### src/rtl/pipe_pkg.sv
// -----------------------------------------------------------------------------
// pipe_pkg
// Shared constants and helpers for the elastic pipeline register family.
//   MAX_DEPTH      : largest supported number of register stages
//   RESET_DATA_ON  : data registers are loaded with RESET_VAL by reset
//   RESET_DATA_OFF : data registers are left unreset (only valid bits clear)
//   cnt_w(depth)   : occupancy counter width, max(1, clog2(depth+1))
// -----------------------------------------------------------------------------
package pipe_pkg;

   localparam int unsigned MAX_DEPTH      = 32'd8;
   localparam bit          RESET_DATA_ON  = 1'b1;
   localparam bit          RESET_DATA_OFF = 1'b0;

   function automatic int unsigned cnt_w(input int unsigned depth);
      int unsigned w;
      w = $clog2(depth + 32'd1);
      return (w < 32'd1) ? 32'd1 : w;
   endfunction

endpackage

### src/rtl/pipe_stage.sv
// -----------------------------------------------------------------------------
// pipe_stage
// One elastic pipeline stage: a valid bit plus a WIDTH-bit data register.
// Ports:
//   CLK      in   clock, rising edge
//   reset    in   asynchronous, active-high reset
//   flush_i  in   synchronous clear of the valid bit (data holds)
//   load_i   in   stage takes the source valid (and data, if source valid)
//   v_i      in   source valid
//   d_i      in   source data
//   v_o      out  stage valid
//   d_o      out  stage data
// -----------------------------------------------------------------------------
module pipe_stage
   import pipe_pkg::*;
#(
   parameter int unsigned      WIDTH      = 18,
   parameter bit               RESET_DATA = RESET_DATA_ON,
   parameter logic [WIDTH-1:0] RESET_VAL  = {WIDTH{1'b0}}
) (
   input  logic             CLK,
   input  logic             reset,
   input  logic             flush_i,
   input  logic             load_i,
   input  logic             v_i,
   input  logic [WIDTH-1:0] d_i,
   output logic             v_o,
   output logic [WIDTH-1:0] d_o
);

   logic             v_q;
   logic [WIDTH-1:0] d_q;

   // Valid bit: flush beats load; load copies the source valid (bubbles included).
   always_ff @(posedge CLK or posedge reset) begin
      if (reset) begin
         v_q <= 1'b0;
      end else if (flush_i) begin
         v_q <= 1'b0;
      end else if (load_i) begin
         v_q <= v_i;
      end else begin
         v_q <= v_q;
      end
   end

   // Data is only captured for real words so bubbles cause no data toggling.
   if (RESET_DATA) begin : g_data_rst
      // Data register cleared to RESET_VAL by reset.
      always_ff @(posedge CLK or posedge reset) begin
         if (reset) begin
            d_q <= RESET_VAL;
         end else if (load_i && v_i) begin
            d_q <= d_i;
         end else begin
            d_q <= d_q;
         end
      end
   end else begin : g_data_norst
      // Data register without reset.
      always_ff @(posedge CLK) begin
         if (load_i && v_i) begin
            d_q <= d_i;
         end else begin
            d_q <= d_q;
         end
      end
   end

   assign v_o = v_q;
   assign d_o = d_q;

endmodule

### src/rtl/pipe_reg_elastic.sv
// -----------------------------------------------------------------------------
// pipe_reg_elastic
// DEPTH-stage elastic pipeline register with valid/ready on both sides,
// global clock enable, synchronous flush and occupancy reporting.
// DEPTH=0 is a pure wire bypass (no registers, ce/flush ignored).
// DEPTH must be in 0..MAX_DEPTH.
// Ports:
//   CLK        in   clock, rising edge
//   reset      in   asynchronous, active-high reset
//   ce         in   clock enable; 0 freezes all stage state
//   flush      in   synchronous clear of all valid bits
//   in_valid   in   upstream data valid
//   in_ready   out  in_data is accepted this cycle
//   in_data    in   upstream data
//   out_valid  out  out_data valid
//   out_ready  in   downstream accepts out_data
//   out_data   out  data from the last stage
//   occupancy  out  number of valid stages
// -----------------------------------------------------------------------------
module pipe_reg_elastic
   import pipe_pkg::*;
#(
   parameter int unsigned      WIDTH      = 18,
   parameter int unsigned      DEPTH      = 1,
   parameter bit               RESET_DATA = RESET_DATA_ON,
   parameter logic [WIDTH-1:0] RESET_VAL  = {WIDTH{1'b0}}
) (
   input  logic                    CLK,
   input  logic                    reset,
   input  logic                    ce,
   input  logic                    flush,
   input  logic                    in_valid,
   output logic                    in_ready,
   input  logic [WIDTH-1:0]        in_data,
   output logic                    out_valid,
   input  logic                    out_ready,
   output logic [WIDTH-1:0]        out_data,
   output logic [cnt_w(DEPTH)-1:0] occupancy
);

   localparam int unsigned CNT_W = cnt_w(DEPTH);

   if (DEPTH == 0) begin : g_bypass
      logic unused_s;

      assign out_data  = in_data;
      assign out_valid = in_valid;
      assign in_ready  = out_ready;
      assign occupancy = {CNT_W{1'b0}};
      assign unused_s  = ^{CLK, reset, ce, flush};
   end else begin : g_pipe
      logic [DEPTH-1:0] v_s;
      logic [WIDTH-1:0] d_s [DEPTH];
      logic [DEPTH-1:0] rdy_s;
      logic [CNT_W-1:0] occ_q;
      logic [CNT_W-1:0] occ_d;
      logic             push_s;
      logic             pop_s;

      // Ready chain from the output back to the input: a stage can load when it
      // is empty or its word moves on this cycle.
      always_comb begin
         logic r;
         r     = out_ready;
         rdy_s = {DEPTH{1'b0}};
         for (int k = DEPTH - 1; k >= 0; k--) begin
            r        = ce & ~flush & (~v_s[k] | r);
            rdy_s[k] = r;
         end
      end

      for (genvar k = 0; k < DEPTH; k++) begin : g_stage
         if (k == 0) begin : g_first
            pipe_stage #(
               .WIDTH      (WIDTH),
               .RESET_DATA (RESET_DATA),
               .RESET_VAL  (RESET_VAL)
            ) u_stage (
               .CLK     (CLK),
               .reset   (reset),
               .flush_i (flush),
               .load_i  (rdy_s[k]),
               .v_i     (in_valid),
               .d_i     (in_data),
               .v_o     (v_s[k]),
               .d_o     (d_s[k])
            );
         end else begin : g_next
            pipe_stage #(
               .WIDTH      (WIDTH),
               .RESET_DATA (RESET_DATA),
               .RESET_VAL  (RESET_VAL)
            ) u_stage (
               .CLK     (CLK),
               .reset   (reset),
               .flush_i (flush),
               .load_i  (rdy_s[k]),
               .v_i     (v_s[k-1]),
               .d_i     (d_s[k-1]),
               .v_o     (v_s[k]),
               .d_o     (d_s[k])
            );
         end
      end

      assign in_ready  = rdy_s[0];
      assign out_valid = v_s[DEPTH-1] & ce & ~flush;
      assign out_data  = d_s[DEPTH-1];
      assign push_s    = in_valid & rdy_s[0];
      assign pop_s     = out_valid & out_ready;

      // Occupancy next state: flush clears, push/pop step, both together cancel.
      always_comb begin
         occ_d = occ_q;
         if (flush) begin
            occ_d = {CNT_W{1'b0}};
         end else if (push_s && !pop_s) begin
            occ_d = occ_q + CNT_W'(1);
         end else if (!push_s && pop_s) begin
            occ_d = occ_q - CNT_W'(1);
         end else begin
            occ_d = occ_q;
         end
      end

      // Occupancy register.
      always_ff @(posedge CLK or posedge reset) begin
         if (reset) begin
            occ_q <= {CNT_W{1'b0}};
         end else begin
            occ_q <= occ_d;
         end
      end

      assign occupancy = occ_q;
   end

endmodule

### config.mk
export PLATFORM = sky130hd
export DESIGN_NAME = pipe_reg_elastic
export DESIGN_NICKNAME = d
export VERILOG_FILES = /design/src/rtl/pipe_pkg.sv /design/src/rtl/pipe_stage.sv /design/src/rtl/pipe_reg_elastic.sv
export SDC_FILE = /design/constraint.sdc
export NUM_CORES = 1
export LEC_CHECK = 0
export ABC_AREA = 1
export BUFFER_PORTS_ARGS = -buffer_cell sky130_fd_sc_hd__buf_2
export CORE_MARGIN = 2
export CORE_UTILIZATION = 30
export CTS_CLUSTER_DIAMETER = 40
export DETAILED_ROUTE_END_ITERATION = 10
export GPL_TIMING_DRIVEN = 0
export HOLD_SLACK_MARGIN = 0.02
export SYNTH_ARGS = -nofsm -noshare
export SYNTH_HDL_FRONTEND = slang
export SYNTH_SLANG_ARGS = --single-unit
### constraint.sdc
create_clock -name CLK -period 1.8 [get_ports CLK]
set_input_delay 0.18 -clock CLK [delete_from_list [all_inputs] [get_ports CLK]]
set_output_delay 0.18 -clock CLK [all_outputs]
set_load 0.005 [all_outputs]
==> results_dict.tcl, run 1 <==
set metrics [dict create \
    worstPathCellList "nand2_1 -> nand2_1 -> inv_1 -> buf_2" \
    overflow 0 \
    cts_tree "built" \
    firstDrtPassIters 7 \
    wl_per_cell_um 10.0 \
    path_class "flop to output port" \
    holdBufCountCts 1 \
    register_area_um2 500 \
    ys_seq_area_frac 0.556 \
    syn_area_um2 901 \
    grt_first_pass_wirelength_mm 3.10 \
    antenna_found_initial 0 \
    nNetsFinal 173 \
    ant_nets 0 \
    rsz0062_at_grt "no" \
    synth_top_area_frac 0.556 \
    clkLatencyLatePin_ps 300 \
    initial_core_util 0.321 \
    utilization 0.436 \
    dpl-instance-area_um2 1160 \
    drv_slew 0 \
    syn2layout_area_growth_pct 35.7 \
    fin_ws_ps 580 \
    setup.worst_path.start_class "flop" \
    final_common_cell "buf_2" \
    hold_viol 0 \
    grt_pass1_vias 729 \
    final_cell_mix "44 x buf_2, 25 x inv_1, 23 x nand2_1, 20 x dfrtp_1, 9 x o21ai_2" \
    numClockSinks 20 \
    synthTopCellsByArea "dfrtp_1 56%, inv_1 10%, nand2_1 9.6%" \
    die_w_um 58.8 \
    hpwl_mm 1.39 \
    finClkSkew_ps 7.26 \
    tightestPinTransition_ps 746 \
    hp-class "input port to flop" \
    fin_area_um2 1220 \
    multi_input_area_um2 264 \
    crit_required_ps 1620 \
    clk_pin_slew_ps 110 \
    yosys_warnings 0 \
    clock-root-buffer "clkbuf_4" \
    setup_viol_count_final 0 \
    cp_slowest_stage_delay_ps 410 \
    slowest_stage "dfrtp_1" \
    status "complete, but fails checks" \
    coreArea_um2 2810 \
    synth_seq_cells 20 \
    synth_nets 123 \
    drv_cap 0 \
    viasPerCell 4.28 \
    power_density_nw_per_um2 960 \
    timing.final.crit_share 0.678 \
    tns_ps 0 \
    violations "DRC" \
    gp_congestion 0.704 \
    insertedDiodeCount 0 \
    port_buffers 44 \
    io_pins 45 \
    clock.fmax_mhz 820 \
    die-area_um2 3460 \
    numCtsBuffers 3 \
    htreeDepth 1 \
    post_cts_resized 0 \
    crit_arrival_ps 1040 \
    slew_headroom 0.502 \
    wl_mm 1.80 \
    placementRows 19 \
    crit_fanout 3 \
    synthCells 99 \
    die_h_um 58.8 \
    cts_max_path_buffers 2 \
    drtIter0Drc 21 \
    grt_max_degree 21 \
    route.detailed.drc 3 \
    post-cts-setup-buffers 0 \
    peakVddDrop_v 0.000514 \
    synth_area_per_cell_um2 9.10 \
    yosysTopAreaCell "dfrtp_1" \
    fin_crit_ps 1220 \
    cp-end-kind "output port" \
    dpl_worst_slack_ps 696 \
    synth_cell_types 15 \
    vias 767 \
    fillers 284 \
    grt_usage 0.115 \
    leakage_nw 0.741 \
    layout-drive-gt1-share 0.426 \
    critical_path.most_common_cell "nand2_1" \
]
-- synth_stat cells --
library cell,count
inv_1,25
nand2_1,23
dfrtp_1,20
o21ai_2,9
o21ai_0,7
buf_6,2
nand3_1,2
nand4_1,2
nor2_1,2
o21ai_1,2
buf_8,1
clkbuf_2,1
nand3_2,1
nor2_2,1
o31ai_1,1
-- state kept, by name (all words and copies together), names as in the netlist --
signal,flops
g_pipe.g_stage.g_first.u_stage.d_o,18
occupancy,1
g_pipe.g_stage.g_first.u_stage.v_o,1
-- power breakdown --
part / internal [mW] / switching [mW] / leakage, nW
Combinational: 0.126 / 0.120 / 0.462
Clock: 0.225 / 0.136 / 0.0279
Sequential: 0.527 / 0.0400 / 0.251
Total: 0.878 / 0.296 / 0.741
-- area by class of cell --
cell class,count,area share
Inverter,25,0.0768
Timing Repair Buffer,45,0.188
Multi-Input combinational cell,50,0.216
Sequential cell,20,0.409
Tap cell,31,0.0317
Buffer,4,0.0348
Clock buffer,3,0.0184
Clock inverter,1,0.0246
-- cell families after synthesis --
| logic type | Yosys count | share of synthesized area |
|---|---|---|
| and+or+nand+nor | 31 | 0.147 |
| buffers and inverters | 29 | 0.151 |
| DFF | 20 | 0.556 |
| AOI/OAI and AO/OA | 19 | 0.146 |
-- per-stage QoR --
stage / power [mW] / instances / hold slack (ps)
floorplan: 0.699 / 99 / 144
global placement: 0.818 / 174 / 351
detailed placement: 0.827 / 174 / 359
CTS: 1.20 / 179 / 80.3
global route: 1.26 / 179 / 75.5
finish: 1.17 / 179 / 95.3
-- worst max-delay path: cells and delay by family (launching register included) --
family	cells	cell delay [ps]
buffers and inverters	2	180
flip-flops	1	410
AND/OR/NAND/NOR	2	160
-- per-layer routing --
metal	vias up	part of all wire	track usage	wire (um)
li1	398	-	-	-
met1	341	0.45	0.138	804
met2	28	0.47	0.203	846
met3	0	0.082	0.0462	147
met4	0	0	0.00974	0
met5	-	0	0	0
-- path summary, 6_finish.rpt --
check,from,to,slack (ps),depth (start not counted)
worst max-delay path,g_pipe.g_stage[0].g_first.u_stage.v_o$_DFFE_PP0P_,in_ready,580,4
worst max register to register,g_pipe.g_stage[0].g_first.u_stage.v_o$_DFFE_PP0P_,g_pipe.g_stage[0].g_first.u_stage.d_o[2]$_DFFE_PP0P_,690,6
worst min-delay path,in_data[6],g_pipe.g_stage[0].g_first.u_stage.d_o[6]$_DFFE_PP0P_,100,3
max in group asynchronous,reset,g_pipe.g_stage[0].g_first.u_stage.v_o$_DFFE_PP0P_,790,3
worst min register to register,g_pipe.g_stage[0].g_first.u_stage.d_o[17]$_DFFE_PP0P_,g_pipe.g_stage[0].g_first.u_stage.d_o[17]$_DFFE_PP0P_,490,2
min in group asynchronous,reset,g_pipe.g_stage[0].g_first.u_stage.d_o[9]$_DFFE_PP0P_,530,3
Power figures use the tool's default switching activity.
==> inputs of run 2 (changes only) <==
- clock period: 1.8 -> 1 ns (I/O delays scaled with it)
==> results_dict.tcl, run 2 (synthesized netlist as in run 1, its figures left out) <==
set metrics [dict create \
    violations "DRC, hold timing, setup timing" \
    grt_first_pass_wirelength_mm 3.50 \
    port_buffers 44 \
    numClockSinks 20 \
    crit_path_start "g_pipe.g_stage[0].g_first.u_stage.v_o$_DFFE_PP0P_" \
    placementRows 19 \
    insertedDiodeCount 0 \
    peakVddDrop_v 0.000600 \
    crit_fanout 10 \
    wl_mm 2.09 \
    fin_crit_ps 1130 \
    clock.fmax_mhz 889 \
    power.total_mw 2.01 \
    reg2reg_to "g_pipe.g_stage[0].g_first.u_stage.d_o[3]$_DFFE_PP0P_" \
    drtIter0Drc 23 \
    power_density_nw_per_um2 1440 \
    clock-root-buffer "clkbuf_4" \
    fin_area_um2 1390 \
    slew_headroom 0.507 \
    cts_tree "built" \
    holdBufCountCts 10 \
    wl_per_cell_um 10.8 \
    die-area_um2 3460 \
    die_w_um 58.8 \
    path_class "flop to flop" \
    die_h_um 58.8 \
    timing.final.crit_share 1.13 \
    tns_ps -2310 \
    finClkSkew_ps 1.28 \
    viasPerCell 4.37 \
    overflow 0 \
    crit_required_ps 1200 \
    drv_slew 0 \
    leakage_nw 0.817 \
    largest_reg_flops 18 \
    status "complete, but fails checks" \
    reg2reg_slack_ps -130 \
    coreArea_um2 2810 \
    firstDrtPassIters 7 \
    cp-end-kind "flop" \
    ant_nets 0 \
    regToRegStartpoint "g_pipe.g_stage[0].g_first.u_stage.v_o$_DFFE_PP0P_" \
    rr_worst_depth 6 \
    setup_viol_count_final 22 \
    hold_viol 20 \
    tightestPinTransition_ps 739 \
    syn2layout_area_growth_pct 54.6 \
    final_common_cell "buf_2" \
    clkLatencyLatePin_ps 300 \
    numCtsBuffers 3 \
    rsz0062_at_grt "yes" \
    dpl_worst_slack_ps -109 \
    htreeDepth 1 \
    grt_usage 0.135 \
    cts_max_path_buffers 2 \
    vias 848 \
    initial_core_util 0.321 \
    final_cell_mix "44 x buf_2, 24 x inv_1, 20 x dfrtp_1, 19 x nand2_1, 10 x dlygate4sd3_1" \
    io_pins 45 \
    nNetsFinal 188 \
    gp_congestion 0.722 \
    holdWs_ps -94.0 \
    hpwl_mm 1.46 \
    dpl-instance-area_um2 1160 \
    drv_cap 0 \
    fin_ws_ps -125 \
    grt_pass1_vias 792 \
    fillers 268 \
    hp-class "input port to async pin" \
    layout-drive-gt1-share 0.460 \
    route.detailed.drc 3 \
    setup.worst_path.start_class "flop" \
    grt_max_degree 21 \
    crit_arrival_ps 1330 \
    antenna_found_initial 0 \
    clk_pin_slew_ps 110 \
]
==> run 2: changes by cell type in the layout (fill, tap and decap cells not counted), sizes merged <==
| cell | before | now |
|---|---|---|
| dlygate4sd3 | 1 | 10 |
| buf | 47 | 53 |
| bufinv | 1 | 0 |
| clkbuf | 4 | 5 |
==> run 2: how the worst max path moves through the flow <==
stage	endpoint	slack, ps	cells past startpoint
2_1_floorplan	g_pipe.g_stage[0].g_first.u_stage.d_o[0]$_DFFE_PP0P_	-20	6
3_3_place_gp	g_pipe.g_stage[0].g_first.u_stage.d_o[1]$_DFFE_PP0P_	-90	6
3_5_place_dp	g_pipe.g_stage[0].g_first.u_stage.d_o[10]$_DFFE_PP0P_	-110	6
4_1_cts	in_ready	-160	4
5_1_grt	in_ready	-210	4
6_report	g_pipe.g_stage[0].g_first.u_stage.d_o[3]$_DFFE_PP0P_	-130	6
==> run 2: report_power, final <==
group	leakage (nW)	internal (mW)	switching [mW]
Combinational	0.546	0.278	0.234
Clock	0.0210	0.222	0.248
Sequential	0.251	0.949	0.0787
Total	0.817	1.45	0.561
==> run 2: routing by layer <==
layer	routed length (um)	up-vias	global-route usage
met4	27	0	0.0682
li1	-	425	-
met3	100	2	0.0198
met1	884	396	0.162
met2	1080	25	0.233
met5	0	-	0
==> run 2: area by class of cell <==
class                   instances  area (um2)  share of cell area
flip-flops and latches         20         500               0.359
inverters                      25        93.8              0.0674
repair buffers                 60         385               0.277
plain buffers                   4        53.8              0.0386
clock buffers                   4        36.3              0.0261
well taps                      31        38.8              0.0279
multi-input cells              50         284               0.204
==> run 2: what timing repair did <==
| item | in CTS | in global routing |
|---|---|---|
| endpoints found under the hold margin | 30 | 20 |
| endpoints found under the setup margin | 22 | 23 |
| buffers inserted | 5 | 0 |
| gates cloned | 2 | 0 |
| pin swaps | 3 | 2 |
| resized for setup | 12 | 3 |
==> run 2: critical path, stage by stage (launching register included) <==
cell     delay, ps
dfrtp_1        430
nand2_2         90
nand3_2         90
buf_6          160
buf_8          140
nand2_1         70
o21ai_2         50
==> run 2: stage by stage <==
step	utilization	hold WS (ps)	cells
after floorplan	-	63.8	99
after global placement	0.413	276	174
after detailed placement	0.413	280	174
after CTS	0.496	-69.5	194
after global routing	0.496	-28.6	194
final	0.496	-94.0	194
==> inputs of run 3 (changes only) <==
- PLACE_DENSITY: not set -> 0.64
==> results_dict.tcl, run 3 (synthesized netlist as in run 1, its figures left out) <==
set metrics [dict create \
    status "complete, but fails checks" \
    syn2layout_area_growth_pct 57.1 \
    switching_share 0.254 \
    intPower_mw 1.64 \
    vias 841 \
    clk_pin_slew_ps 120 \
    port_buffers 44 \
    setup.worst_path.start_class "flop" \
    holdWs_ps 22.6 \
    crit_fanout 7 \
    grt_first_pass_wirelength_mm 3.38 \
    clock.fmax_mhz 880 \
    peakVddDrop_v 0.000808 \
    final_common_cell "buf_2" \
    clock-root-buffer "clkbuf_4" \
    hold_viol 0 \
    fillers 285 \
    seqPwrFrac 0.467 \
    slew_headroom 0.713 \
    wl_per_cell_um 11.0 \
    dpl_worst_slack_ps -110 \
    clkLatencyLatePin_ps 300 \
    coreArea_um2 2810 \
    drv_cap 0 \
    numCtsBuffers 3 \
    register_area_um2 500 \
    power.total_mw 2.20 \
    wl_mm 2.11 \
    firstDrtPassIters 7 \
    drv_slew 0 \
    layout-drive-gt1-share 0.463 \
    insertedDiodeCount 0 \
    antenna_found_initial 0 \
    reg2reg_slack_ps -140 \
    hp-class "input port to flop" \
    path_class "flop to flop" \
    hpwl_mm 1.52 \
    finClkSkew_ps 9.65 \
    placementRows 19 \
    tightestPinTransition_ps 429 \
    power_density_nw_per_um2 1550 \
    p_switching_uw 558 \
    initial_core_util 0.321 \
    grt_max_degree 21 \
    die-area_um2 3460 \
    p_comb_frac 0.238 \
    grt_usage 0.130 \
    viasPerCell 4.36 \
    hold-path-cell-count 3 \
    grt_pass1_vias 813 \
    die_h_um 58.8 \
    cp-end-kind "flop" \
    route.detailed.drc 3 \
    largest_reg_flops 18 \
    setup_viol_count_final 22 \
    power.share.clock 0.295 \
    gp_congestion 0.661 \
    io_pins 45 \
    die_w_um 58.8 \
    leakage_nw 0.821 \
    cts_max_path_buffers 2 \
    rr_worst_depth 6 \
    crit_required_ps 1200 \
    htreeDepth 1 \
    nNetsFinal 187 \
    rsz0062_at_grt "yes" \
    fin_ws_ps -136 \
    violations "DRC, setup timing" \
    overflow 0 \
    cts_tree "built" \
    numClockSinks 20 \
    ant_nets 0 \
    crit_arrival_ps 1330 \
    multi_input_area_um2 272 \
    drtIter0Drc 14 \
    timing.final.crit_share 1.14 \
    final_cell_mix "43 x buf_2, 23 x inv_1, 20 x nand2_1, 20 x dfrtp_1" \
    fin_crit_ps 1140 \
]
run 3: cell type report:
type	instances	area share
plain buffers	4	0.0380
inverters	25	0.0690
multi-input cells	50	0.192
clock inverters	1	0.0212
repair buffers	59	0.283
clock buffers	3	0.0159
flip-flops and latches	20	0.354
well taps	31	0.0274
run 3: path summary, 6_finish.rpt:
kind,from,to
max,g_pipe.g_stage[0].g_first.u_stage.v_o$_DFFE_PP0P_,g_pipe.g_stage[0].g_first.u_stage.d_o[2]$_DFFE_PP0P_
min,in_data[16],g_pipe.g_stage[0].g_first.u_stage.d_o[16]$_DFFE_PP0P_
max reg2reg,g_pipe.g_stage[0].g_first.u_stage.v_o$_DFFE_PP0P_,g_pipe.g_stage[0].g_first.u_stage.d_o[2]$_DFFE_PP0P_
min reg2reg,g_pipe.g_stage[0].g_first.u_stage.d_o[12]$_DFFE_PP0P_,g_pipe.g_stage[0].g_first.u_stage.d_o[12]$_DFFE_PP0P_
max in group asynchronous,reset,g_pipe.g_stage[0].g_first.u_stage.d_o[2]$_DFFE_PP0P_
min in group asynchronous,reset,g_pipe.g_stage[0].g_first.u_stage.d_o[9]$_DFFE_PP0P_
run 3: metal layers:
| layer | GRT usage | part of all wire |
|---|---|---|
| met1 | 0.138 | 0.40 |
| met2 | 0.248 | 0.54 |
| met3 | 0.0330 | 0.047 |
| met4 | 0.0390 | 0.013 |
| met5 | 0 | 0 |
run 3: through the flow:
step           instances  cell area, um2  utilization  setup TNS (ps)
6_report             193            1420        0.504           -2190
3_5_place_dp         174            1160        0.413           -1340
5_1_grt              193            1420        0.504           -3510
3_3_place_gp         174            1160        0.413           -1000
4_1_cts              191            1370        0.488           -2580
2_1_floorplan         99             901            -            -216
run 3: worst max-delay path, cell delays in order (launching register included):
cell	delay, ps
dfrtp_1	430
nand2_2	80
nand3_2	90
buf_6	160
clkbuf_16	160
nand2_1	60
o21ai_2	50
run 3: power by group through the flow:
stage          combinational, mW  sequential (mW)  clock (mW)
2_1_floorplan              0.207             1.05           0
3_3_place_gp               0.440             1.03           0
3_5_place_dp               0.455             1.04           0
4_1_cts                    0.511             1.03       0.667
5_1_grt                    0.587             1.04       0.716
6_report                   0.522             1.03       0.649
run 3: timing repair:
action,CTS,global route
pin swaps,4,2
hold buffers,7,1
cloned,2,1
setup buffers,5,0
endpoints found under the hold margin,26,1
endpoints found under the setup margin,22,42
resized for setup,11,7
